## src/rtl/aes_pkg.sv

```systemverilog
// aes_pkg
//   Shared AES-128 key-schedule constants, the key-schedule FSM state type,
//   the forward S-box table and the GF(2^8) xtime helper used to advance Rcon.
package aes_pkg;

  localparam int unsigned AES_NK    = 4;      // key length in 32-bit words
  localparam int unsigned AES_NR    = 10;     // rounds for AES-128
  localparam logic [7:0]  RCON_INIT = 8'h01;
  localparam logic [7:0]  RCON_POLY = 8'h1b;  // x^8 reduction term

  typedef enum logic [1:0] {
    KS_IDLE   = 2'd0,
    KS_EXPAND = 2'd1,
    KS_DONE   = 2'd2
  } ks_state_e;

  localparam logic [7:0] SBOX [256] = '{
    8'h63, 8'h7c, 8'h77, 8'h7b, 8'hf2, 8'h6b, 8'h6f, 8'hc5, 8'h30, 8'h01, 8'h67, 8'h2b, 8'hfe, 8'hd7, 8'hab, 8'h76,
    8'hca, 8'h82, 8'hc9, 8'h7d, 8'hfa, 8'h59, 8'h47, 8'hf0, 8'had, 8'hd4, 8'ha2, 8'haf, 8'h9c, 8'ha4, 8'h72, 8'hc0,
    8'hb7, 8'hfd, 8'h93, 8'h26, 8'h36, 8'h3f, 8'hf7, 8'hcc, 8'h34, 8'ha5, 8'he5, 8'hf1, 8'h71, 8'hd8, 8'h31, 8'h15,
    8'h04, 8'hc7, 8'h23, 8'hc3, 8'h18, 8'h96, 8'h05, 8'h9a, 8'h07, 8'h12, 8'h80, 8'he2, 8'heb, 8'h27, 8'hb2, 8'h75,
    8'h09, 8'h83, 8'h2c, 8'h1a, 8'h1b, 8'h6e, 8'h5a, 8'ha0, 8'h52, 8'h3b, 8'hd6, 8'hb3, 8'h29, 8'he3, 8'h2f, 8'h84,
    8'h53, 8'hd1, 8'h00, 8'hed, 8'h20, 8'hfc, 8'hb1, 8'h5b, 8'h6a, 8'hcb, 8'hbe, 8'h39, 8'h4a, 8'h4c, 8'h58, 8'hcf,
    8'hd0, 8'hef, 8'haa, 8'hfb, 8'h43, 8'h4d, 8'h33, 8'h85, 8'h45, 8'hf9, 8'h02, 8'h7f, 8'h50, 8'h3c, 8'h9f, 8'ha8,
    8'h51, 8'ha3, 8'h40, 8'h8f, 8'h92, 8'h9d, 8'h38, 8'hf5, 8'hbc, 8'hb6, 8'hda, 8'h21, 8'h10, 8'hff, 8'hf3, 8'hd2,
    8'hcd, 8'h0c, 8'h13, 8'hec, 8'h5f, 8'h97, 8'h44, 8'h17, 8'hc4, 8'ha7, 8'h7e, 8'h3d, 8'h64, 8'h5d, 8'h19, 8'h73,
    8'h60, 8'h81, 8'h4f, 8'hdc, 8'h22, 8'h2a, 8'h90, 8'h88, 8'h46, 8'hee, 8'hb8, 8'h14, 8'hde, 8'h5e, 8'h0b, 8'hdb,
    8'he0, 8'h32, 8'h3a, 8'h0a, 8'h49, 8'h06, 8'h24, 8'h5c, 8'hc2, 8'hd3, 8'hac, 8'h62, 8'h91, 8'h95, 8'he4, 8'h79,
    8'he7, 8'hc8, 8'h37, 8'h6d, 8'h8d, 8'hd5, 8'h4e, 8'ha9, 8'h6c, 8'h56, 8'hf4, 8'hea, 8'h65, 8'h7a, 8'hae, 8'h08,
    8'hba, 8'h78, 8'h25, 8'h2e, 8'h1c, 8'ha6, 8'hb4, 8'hc6, 8'he8, 8'hdd, 8'h74, 8'h1f, 8'h4b, 8'hbd, 8'h8b, 8'h8a,
    8'h70, 8'h3e, 8'hb5, 8'h66, 8'h48, 8'h03, 8'hf6, 8'h0e, 8'h61, 8'h35, 8'h57, 8'hb9, 8'h86, 8'hc1, 8'h1d, 8'h9e,
    8'he1, 8'hf8, 8'h98, 8'h11, 8'h69, 8'hd9, 8'h8e, 8'h94, 8'h9b, 8'h1e, 8'h87, 8'he9, 8'hce, 8'h55, 8'h28, 8'hdf,
    8'h8c, 8'ha1, 8'h89, 8'h0d, 8'hbf, 8'he6, 8'h42, 8'h68, 8'h41, 8'h99, 8'h2d, 8'h0f, 8'hb0, 8'h54, 8'hbb, 8'h16
  };

  function automatic logic [7:0] aes_sbox(input logic [7:0] b);
    return SBOX[b];
  endfunction

  // Multiply by x in GF(2^8): shift left, reduce on carry out of bit 7.
  function automatic logic [7:0] xtime(input logic [7:0] b);
    return {b[6:0], 1'b0} ^ (b[7] ? RCON_POLY : 8'h00);
  endfunction

endpackage

```

## src/rtl/key_round_step.sv

```systemverilog
// key_round_step
//   Combinational AES-128 round-key step: derives round key r from round
//   key r-1 using RotWord, SubWord (four S-boxes) and the Rcon XOR.
// Ports
//   prev_rk  in  128  previous round key, word0 = [127:96]
//   rcon     in  8    round constant for this step
//   next_rk  out 128  next round key
module key_round_step
  import aes_pkg::*;
(
  input  logic [127:0] prev_rk,
  input  logic [7:0]   rcon,
  output logic [127:0] next_rk
);

  logic [31:0] rot_w;
  logic [31:0] sub_w;
  logic [31:0] t_w;
  logic [31:0] w0, w1, w2, w3;

  always_comb begin
    rot_w = {prev_rk[23:0], prev_rk[31:24]};
    sub_w = {aes_sbox(rot_w[31:24]), aes_sbox(rot_w[23:16]),
             aes_sbox(rot_w[15:8]),  aes_sbox(rot_w[7:0])};
    t_w   = sub_w ^ {rcon, 24'h000000};
    w0    = prev_rk[127:96] ^ t_w;
    w1    = w0 ^ prev_rk[95:64];
    w2    = w1 ^ prev_rk[63:32];
    w3    = w2 ^ prev_rk[31:0];
    next_rk = {w0, w1, w2, w3};
  end

endmodule

```

## src/rtl/key_schedule_seq.sv

```systemverilog
// key_schedule_seq
//   Iterative AES-128 key-schedule sequencer. Accepts a cipher key over
//   valid/ready, produces one round key per clock through a single shared
//   key_round_step, stores all 11 round keys and serves them on a registered
//   read port with one cycle of latency.
// Ports
//   clk         in   1    clock, rising edge
//   rst_n       in   1    asynchronous active-low reset
//   key_in      in   128  cipher key, word0 = [127:96]
//   key_valid   in   1    key_in valid
//   key_ready   out  1    key can be accepted (IDLE or DONE)
//   clear       in   1    synchronous return to IDLE; store contents kept
//   busy        out  1    expansion in progress
//   keys_valid  out  1    all round keys stored
//   rk_rd_en    in   1    read strobe
//   rk_rd_idx   in   4    round-key index 0..10
//   rk_rd_data  out  128  round key (0 for index > 10)
//   rk_rd_vld   out  1    rk_rd_en delayed by one cycle
module key_schedule_seq
  import aes_pkg::*;
#(
  parameter int unsigned NUM_ROUNDS = AES_NR,  // only 10 is supported
  parameter int unsigned KEY_W      = 128
) (
  input  logic             clk,
  input  logic             rst_n,
  input  logic [KEY_W-1:0] key_in,
  input  logic             key_valid,
  output logic             key_ready,
  input  logic             clear,
  output logic             busy,
  output logic             keys_valid,
  input  logic             rk_rd_en,
  input  logic [3:0]       rk_rd_idx,
  output logic [KEY_W-1:0] rk_rd_data,
  output logic             rk_rd_vld
);

  localparam int unsigned NUM_SLOTS = NUM_ROUNDS + 1;
  localparam logic [3:0]  LAST_IDX  = 4'(NUM_ROUNDS);

  ks_state_e        state_q;
  logic             key_ready_q;
  logic             busy_q;
  logic             keys_valid_q;
  logic [3:0]       round_q;
  logic [7:0]       rcon_q;
  logic [KEY_W-1:0] work_q;
  logic [KEY_W-1:0] store_q [NUM_SLOTS];
  logic [KEY_W-1:0] rd_data_q;
  logic             rd_vld_q;

  logic [KEY_W-1:0] step_rk;
  logic             accept;
  logic             wr_en_d;
  logic [3:0]       wr_idx_d;
  logic [KEY_W-1:0] wr_data_d;

  key_round_step u_step (
    .prev_rk (work_q),
    .rcon    (rcon_q),
    .next_rk (step_rk)
  );

  // key_ready_q is high exactly in IDLE/DONE; clear blocks a same-cycle accept.
  assign accept = key_valid && key_ready_q && !clear;

  always_ff @(posedge clk or negedge rst_n) begin
    if (!rst_n) begin
      state_q      <= KS_IDLE;
      key_ready_q  <= 1'b1;
      busy_q       <= 1'b0;
      keys_valid_q <= 1'b0;
      round_q      <= '0;
      rcon_q       <= RCON_INIT;
      work_q       <= '0;
    end else if (clear) begin
      state_q      <= KS_IDLE;
      key_ready_q  <= 1'b1;
      busy_q       <= 1'b0;
      keys_valid_q <= 1'b0;
    end else begin
      unique case (state_q)
        KS_IDLE, KS_DONE: begin
          if (accept) begin
            work_q       <= key_in;
            round_q      <= 4'd1;
            rcon_q       <= RCON_INIT;
            keys_valid_q <= 1'b0;
            busy_q       <= 1'b1;
            key_ready_q  <= 1'b0;
            state_q      <= KS_EXPAND;
          end
        end
        KS_EXPAND: begin
          work_q  <= step_rk;
          rcon_q  <= xtime(rcon_q);
          round_q <= round_q + 4'd1;
          if (round_q == LAST_IDX) begin
            keys_valid_q <= 1'b1;
            busy_q       <= 1'b0;
            key_ready_q  <= 1'b1;
            state_q      <= KS_DONE;
          end
        end
        default: begin
          state_q     <= KS_IDLE;
          key_ready_q <= 1'b1;
          busy_q      <= 1'b0;
        end
      endcase
    end
  end

  // Slot 0 gets the raw key on accept; slot r gets round key r while expanding.
  always_comb begin
    wr_en_d   = 1'b0;
    wr_idx_d  = '0;
    wr_data_d = '0;
    if (accept) begin
      wr_en_d   = 1'b1;
      wr_idx_d  = '0;
      wr_data_d = key_in;
    end else if (!clear && state_q == KS_EXPAND) begin
      wr_en_d   = 1'b1;
      wr_idx_d  = round_q;
      wr_data_d = step_rk;
    end
  end

  always_ff @(posedge clk or negedge rst_n) begin
    if (!rst_n) begin
      for (int unsigned i = 0; i < NUM_SLOTS; i++) begin
        store_q[i] <= '0;
      end
    end else if (wr_en_d) begin
      store_q[wr_idx_d] <= wr_data_d;
    end
  end

  // Read samples the store before this edge's write lands, so a same-slot
  // read/write returns the previous contents.
  always_ff @(posedge clk or negedge rst_n) begin
    if (!rst_n) begin
      rd_data_q <= '0;
      rd_vld_q  <= 1'b0;
    end else begin
      rd_vld_q <= rk_rd_en;
      if (rk_rd_en) begin
        rd_data_q <= (rk_rd_idx <= LAST_IDX) ? store_q[rk_rd_idx] : '0;
      end
    end
  end

  assign key_ready  = key_ready_q;
  assign busy       = busy_q;
  assign keys_valid = keys_valid_q;
  assign rk_rd_data = rd_data_q;
  assign rk_rd_vld  = rd_vld_q;

endmodule

```

## config.mk

```make
export PLATFORM = sky130hd
export DESIGN_NAME = key_schedule_seq
export DESIGN_NICKNAME = d
export VERILOG_FILES = /design/src/rtl/aes_pkg.sv /design/src/rtl/key_round_step.sv /design/src/rtl/key_schedule_seq.sv
export SDC_FILE = /design/constraint.sdc
export NUM_CORES = 2
export LEC_CHECK = 0
export CAP_MARGIN = 10
export CORE_MARGIN = 3
export CORE_UTILIZATION = 28
export CTS_CLUSTER_SIZE = 12
export DETAILED_ROUTE_END_ITERATION = 16
export SLEW_MARGIN = 20
export SYNTH_ARGS = -nofsm -noshare
export SYNTH_HDL_FRONTEND = slang
export SYNTH_SLANG_ARGS = --single-unit
export TNS_END_PERCENT = 50
```

## constraint.sdc

```tcl
create_clock -name clk -period 6.31 [get_ports clk]
set_input_delay 1.5775 -clock clk [delete_from_list [all_inputs] [get_ports clk]]
set_output_delay 1.5775 -clock clk [all_outputs]
set_load 0.005 [all_outputs]
```

Yosys cells after proc, flatten, opt, wreduce, memory -nomap -nowiden

Memories as Yosys holds them, arrays and structs flattened.
Index checks and enable logic that the tools add are counted.

Add/sub/neg operators: 1
Reductions and logical operators: 12
Equal/unequal tests: 6
Magnitude comparators: 8
Bitwise operators: 13
Multiplexer cells: 42

Operators by type and width:

| cell                                                        | number |
|---|---|
| bitwise mux 1408 bit                                        | 1 |
| 2-to-1 mux 128 bit                                          | 7 |
| binary-select mux 128 bit (select 4 bit)                    | 1 |
| demux 128 bit (select 4 bit)                                | 1 |
| one-hot mux 128 bit (2 select lines)                        | 1 |
| XOR 32 bit                                                  | 5 |
| 2-to-1 mux 8 bit                                            | 9 |
| >= comparator 9 bit (second input constant)                 | 4 |
| inverter 8 -> 9 bit                                         | 4 |
| one-hot mux 8 bit (2 select lines)                          | 1 |
| 2-to-1 mux 4 bit                                            | 3 |
| >= comparator 5 bit (second input constant)                 | 2 |
| inverter 4 -> 5 bit                                         | 2 |
| 2-to-1 mux 1 bit                                            | 9 |
| one-hot mux 4 bit (2 select lines)                          | 1 |
| XOR 8 x 5 -> 8 bit                                          | 1 |
| 2-to-1 mux 2 bit                                            | 3 |
| inequality test 3 bit (second input constant)               | 2 |
| one-hot mux 1 bit (2 select lines)                          | 3 |
| AND reduction 3 bit                                         | 2 |
| less-than comparator 5 x 1 -> 1 bit (second input constant) | 1 |
| 2-to-1 mux 5 bit                                            | 1 |
| adder 4 x 1 -> 4 bit (second input constant)                | 1 |
| == test 4 bit (second input constant)                       | 1 |
| other kinds (13)                                            | 16 |

Input bits: 137
Logic and storage cells: 106
Output and inout port bits: 132
Register bits after elaboration: 1682
Bits in read-only memories: 8192
Memories kept: 4

Memories:

| memory          | words | bits a word | read ports | clocked after memory_dff | wr ports | line          | source |
|---|---|---|---|---|---|---|---|
| (no name shown) | 256   | 8           | 1          | 0                        | 0        | aes_pkg.sv:37 | `return SBOX[b];` |
| (no name shown) | 256   | 8           | 1          | 0                        | 0        | aes_pkg.sv:37 |  |
| (no name shown) | 256   | 8           | 1          | 0                        | 0        | aes_pkg.sv:37 |  |
| (no name shown) | 256   | 8           | 1          | 0                        | 0        | aes_pkg.sv:37 |  |

Depth between registers and ports, before layout

Word-level depth: 12
Mapped depth: 17
Depth with buffers taken out: 12

Modules after synthesis

A second synthesis with hierarchy kept.

Cells, all modules: 9707
Area, all modules: 90556.9 µm²

By module, submodules not included:

| module           | area each (µm²) | cells each | sequential area each (µm²) | times used |
|---|---|---|---|---|
| key_schedule_seq | 74275.0         | 7368       | 42092.9                    | 1 |
| key_round_step   | 16281.9         | 2339       | 0.0                        | 1 |

Least setup slack after synthesis

No wires, ideal clock.

Path type: register to register
Start point: register work_q[17]
End point: register store_q[1178] in the netlist's numbering
Path slack: 2.116 ns
Setup time: 0.133 ns
Clock period less this slack: 4.194 ns
Data arrival time: 4.061 ns
Cell stages (with the launch flop): 18
Buffers on the path: 5
Data required time: 6.177 ns
Cells stage by stage: dfrtp_1 -> buf_2 -> buf_2 -> clkinv_1 -> ha_1 -> clkbuf_1 -> buf_2 -> nor2_1 -> nor2_1 -> mux4_2 -> o21ai_0 -> a22oi_1 -> xnor2_2 -> xor3_1 -> and2_1 -> o21ai_0 -> clkbuf_1 -> o21ai_0

Word-level cells in the longest chain between the ends: 12

RTL lines:

| what                                                | line                    | source |
|---|---|---|
| start: declaration                                  | key_schedule_seq.sv:48  | `logic [KEY_W-1:0] work_q;` |
| start signal: assignment                            | key_schedule_seq.sv:86  | `work_q <= key_in;` |
| start signal: assignment                            | key_schedule_seq.sv:96  | `work_q <= step_rk;` |
| inverter 8 -> 9 bit (implied by the code)           | aes_pkg.sv:37           |  |
| memory (256 x 8 bit)                                | -                       |  |
| 2-to-1 mux 8 bit (implied by the code) (2 in a row) | aes_pkg.sv:37           |  |
| XOR 32 bit                                          | key_round_step.sv:25    | `t_w = sub_w ^ {rcon, 24'h000000};` |
| XOR 32 bit                                          | key_round_step.sv:26    | `w0 = prev_rk[127:96] ^ t_w;` |
| XOR 32 bit                                          | key_round_step.sv:27    | `w1 = w0 ^ prev_rk[95:64];` |
| XOR 32 bit                                          | key_round_step.sv:28    | `w2 = w1 ^ prev_rk[63:32];` |
| XOR 32 bit                                          | key_round_step.sv:29    | `w3 = w2 ^ prev_rk[31:0];` |
| 2-to-1 mux 128 bit                                  | key_schedule_seq.sv:124 | `end else if (!clear && state_q == KS_EXPAND) begin` |
| 2-to-1 mux 128 bit                                  | key_schedule_seq.sv:120 | `if (accept) begin` |
| bitwise mux 1408 bit                                | key_schedule_seq.sv:137 | `store_q[wr_idx_d] <= wr_data_d;` |
| end signal: indexed assignment                      | key_schedule_seq.sv:137 |  |
| end: declaration                                    | key_schedule_seq.sv:49  | `logic [KEY_W-1:0] store_q [NUM_SLOTS];` |

Every way passes these cells. The select of a mux whose other input is x is not followed.
A chain may end at the register's enable or synchronous reset.

Worst setup path after layout

Start point: register work_q[9]
End point: register store_q[1045] in the netlist's numbering

Same word-level chain as after synthesis.

==> results.tsv <==
metric	value	unit
status	finished clean	
final_common_cell	dfrtp_1	
ys_warn_count	0	
cts_setup_buffers	0	
grt_pass1_wl	525	mm
met3_wirelength	32.9	mm
rsz0062_at_grt	false	
crit_arrival	5.96	ns
cts_buffers	183	
grt_max_degree	179	
grt.total_usage	21.6	%
min_to	store_q[1151]	
drc	0	
clockRootBuffer	clkbuf_16	
synth_largest_area_cell	dfrtp_1	
yosys.area_share.simple	13.6	%
rows	206	
relSlewSlack	24.8	%
die_area	326000	um^2
start_util	28.3	%
hold_path_depth	2	
drt_iter0_markers	8731	
cts_tree	built	
crit_required	7.00	ns
setup_viol	0	
synth_top_family_by_area	compound AO/OA/AOI/OAI gates	
reg2regPathDepth	12	
overflow	0	
clk_latency	0.88	ns
dp_hpwl	249	mm
final.period_utilization	83.5	%
rrSetupSlack	1.04	ns
final_cell_mix	1,666 x dfrtp_1, 1,571 x nand2_1, 1,295 x o21ai_0	
rr_endpoint	store_q[1045]	
final_layout_size_suffix_gt1_share	11.4	%
synth_flop_cell	dfrtp_1	
timing.final.max_slew_violations	0	
synth_mux_area_share	10.6	%
netlist_instances	9637	
syn_avg_cell_area	9.28	um^2
design_area	102000	um^2
grt_pass1_vias	72300	
holdCritStartpoint	store_q[1151]	
io_pins	269	
cts_resized	0	
fmax	0.190	GHz
synth_compound_area_share	20.3	%
criticalPathCategory	flip-flop to flip-flop	
final_cells	13700	
synth_cell_types	103	
pwr_density_cell	526	nW/um^2
routedWlPerCell	26.2	um
nFillCells	32500	
syn2layout_area_growth	14.4	%
first_pass_iters	7	
cts_sinks	1682	
htree_num_levels	4	
drt_wl_total	360	mm
dieHeight	571	um
crit_path_end_kind	flip-flop	
layout_min_cycle_time	5.27	ns
syn_nets	9832	
tightest_slew	1.13	ns
top_layer_used	met5	
final_nets	9642	
wl_met2	153	mm
hold_path_class	flip-flop to flip-flop	
maxCapViolCount	0	
p_leak	41.7	nW
peakVddDrop	0.449	mV
synth_area_leaders	dfrtp_1 47%, mux4_2 8.5%, o21ai_0 7.3%	
multi_input_area	42700	um^2
avgViaCountPerCell	5.48	
r2r-start	work_q[9]	
syn_area	89400	um^2
met1_length	149	mm
hold_violations	0	
fin_tns_setup	0	ns
cp_max_fo	13	
core-area	316000	um^2
synth-adder-area-share	0.812	%
cts_hold_buf	0	
finClkSkew	0.104	ns
cp-start-kind	flip-flop	
synth_seq_cells	1682	
postRouteAntennaNets	0	
place_area	96600	um^2
gp_congestion	1.01	
synth_xor_area_share	2.33	%
portBuffers	268	
seq_area_frac_synth	47.1	%
die_w	571	um
ff_latch_area	42100	um^2
synth_enable_flop_cells	0	
synth.top_cell.area_share	47.0	%
antenna_found_initial	61	
async_flop_share	100	%
clkSlewWorstSetupHoldPaths	0.06	ns
vias	75300	
clk_path_buf_depth	4	
dp_cells	13400	
-- report_power, final --
group          total (mW)  switching (mW)  internal (mW)
logic                29.2            19.3           9.95
registers            14.2            1.73           12.4
clock network        10.4            4.44           5.98
-- sequential cells by signal (all words and copies together), names as in the netlist --
name        flops
store_q      1408
work_q        128
keys_valid      1
state_q         2
rcon_q          8
key_ready       1
rk_rd_data    128
round_q         4
rk_rd_vld       1
busy            1
-- stage by stage --
step	setup WS (ns)	total power, mW	utilization [%]	hold WS [ns]
final	1.04	53.8	32.3	0.469
after global routing	0.886	55.7	32.3	0.490
after CTS	1.17	53.1	32.3	0.475
after detailed placement	1.21	42.5	30.5	0.462
after global placement	1.25	42.8	30.5	0.454
after floorplan	2.12	29.7	-	0.434
-- Yosys cell counts (all sizes together) (41+ instances only) --
cell	count
dfrtp	1680
nand2	1581
o21ai	1403
a21oi	852
nor2	763
clkbuf	706
mux4	337
buf	263
o22ai	191
inv	177
mux2i	168
a211oi	160
nand2b	131
xnor2	108
nand3	86
a31oi	76
nor2b	70
nor3	70
xor2	66
o31ai	64
ha	58
or2	52
o211ai	41
-- cell type report --
type / instances / area share, %
multi-input cells: 6801 / 41.8
flip-flops and latches: 1682 / 41.2
repair buffers: 594 / 5.70
clock buffers: 259 / 5.10
well taps: 4160 / 5.09
inverters: 185 / 0.679
clock inverters: 28 / 0.350
diodes: 37 / 0.0905
-- per-layer routing --
layer | up-vias | GRT usage (%)
li1 | 33600 | -
met1 | 37400 | 28.8
met2 | 3481 | 31.3
met3 | 831 | 5.29
met4 | 38 | 13.3
met5 | - | 0.514
-- cell families (layout without fill, tap and decap cells) --
group	count (synthesis)	count (layout)
buffers and inverters	1154	1066
AO/OA/AOI/OAI	3140	3140
other	0	37
multiplexers	522	522
AND/OR/NAND/NOR	2894	2894
adder cells (fa/ha/maj)	58	58
XOR/XNOR	187	187
flip-flops	1682	1682
-- worst max-delay path, stage by stage (launching register included) --
cell,delay (ns)
dfrtp_1,0.38
inv_1,0.30
ha_1,0.45
nor2b_1,0.69
a21oi_1,0.08
mux4_2,0.50
mux4_2,0.48
a211oi_2,0.72
xnor3_1,0.46
xor2_1,0.22
xnor2_1,0.15
nand2_1,0.48
o21ai_0,0.18
-- worst max path at each step --
| stage | startpoint | end | slack [ns] | depth (start not counted) |
|---|---|---|---|---|
| final | work_q[9] | store_q[1045] | 1.04 | 12 |
| after global routing | work_q[10] | store_q[1045] | 0.89 | 11 |
| after CTS | work_q[9] | store_q[1045] | 1.17 | 12 |
| after detailed placement | work_q[9] | store_q[1045] | 1.21 | 12 |
| after global placement | work_q[10] | store_q[1045] | 1.25 | 11 |
| after floorplan | work_q[17] | store_q[1178] | 2.12 | 17 |
No activity file was read; power rests on OpenSTA's default activity.
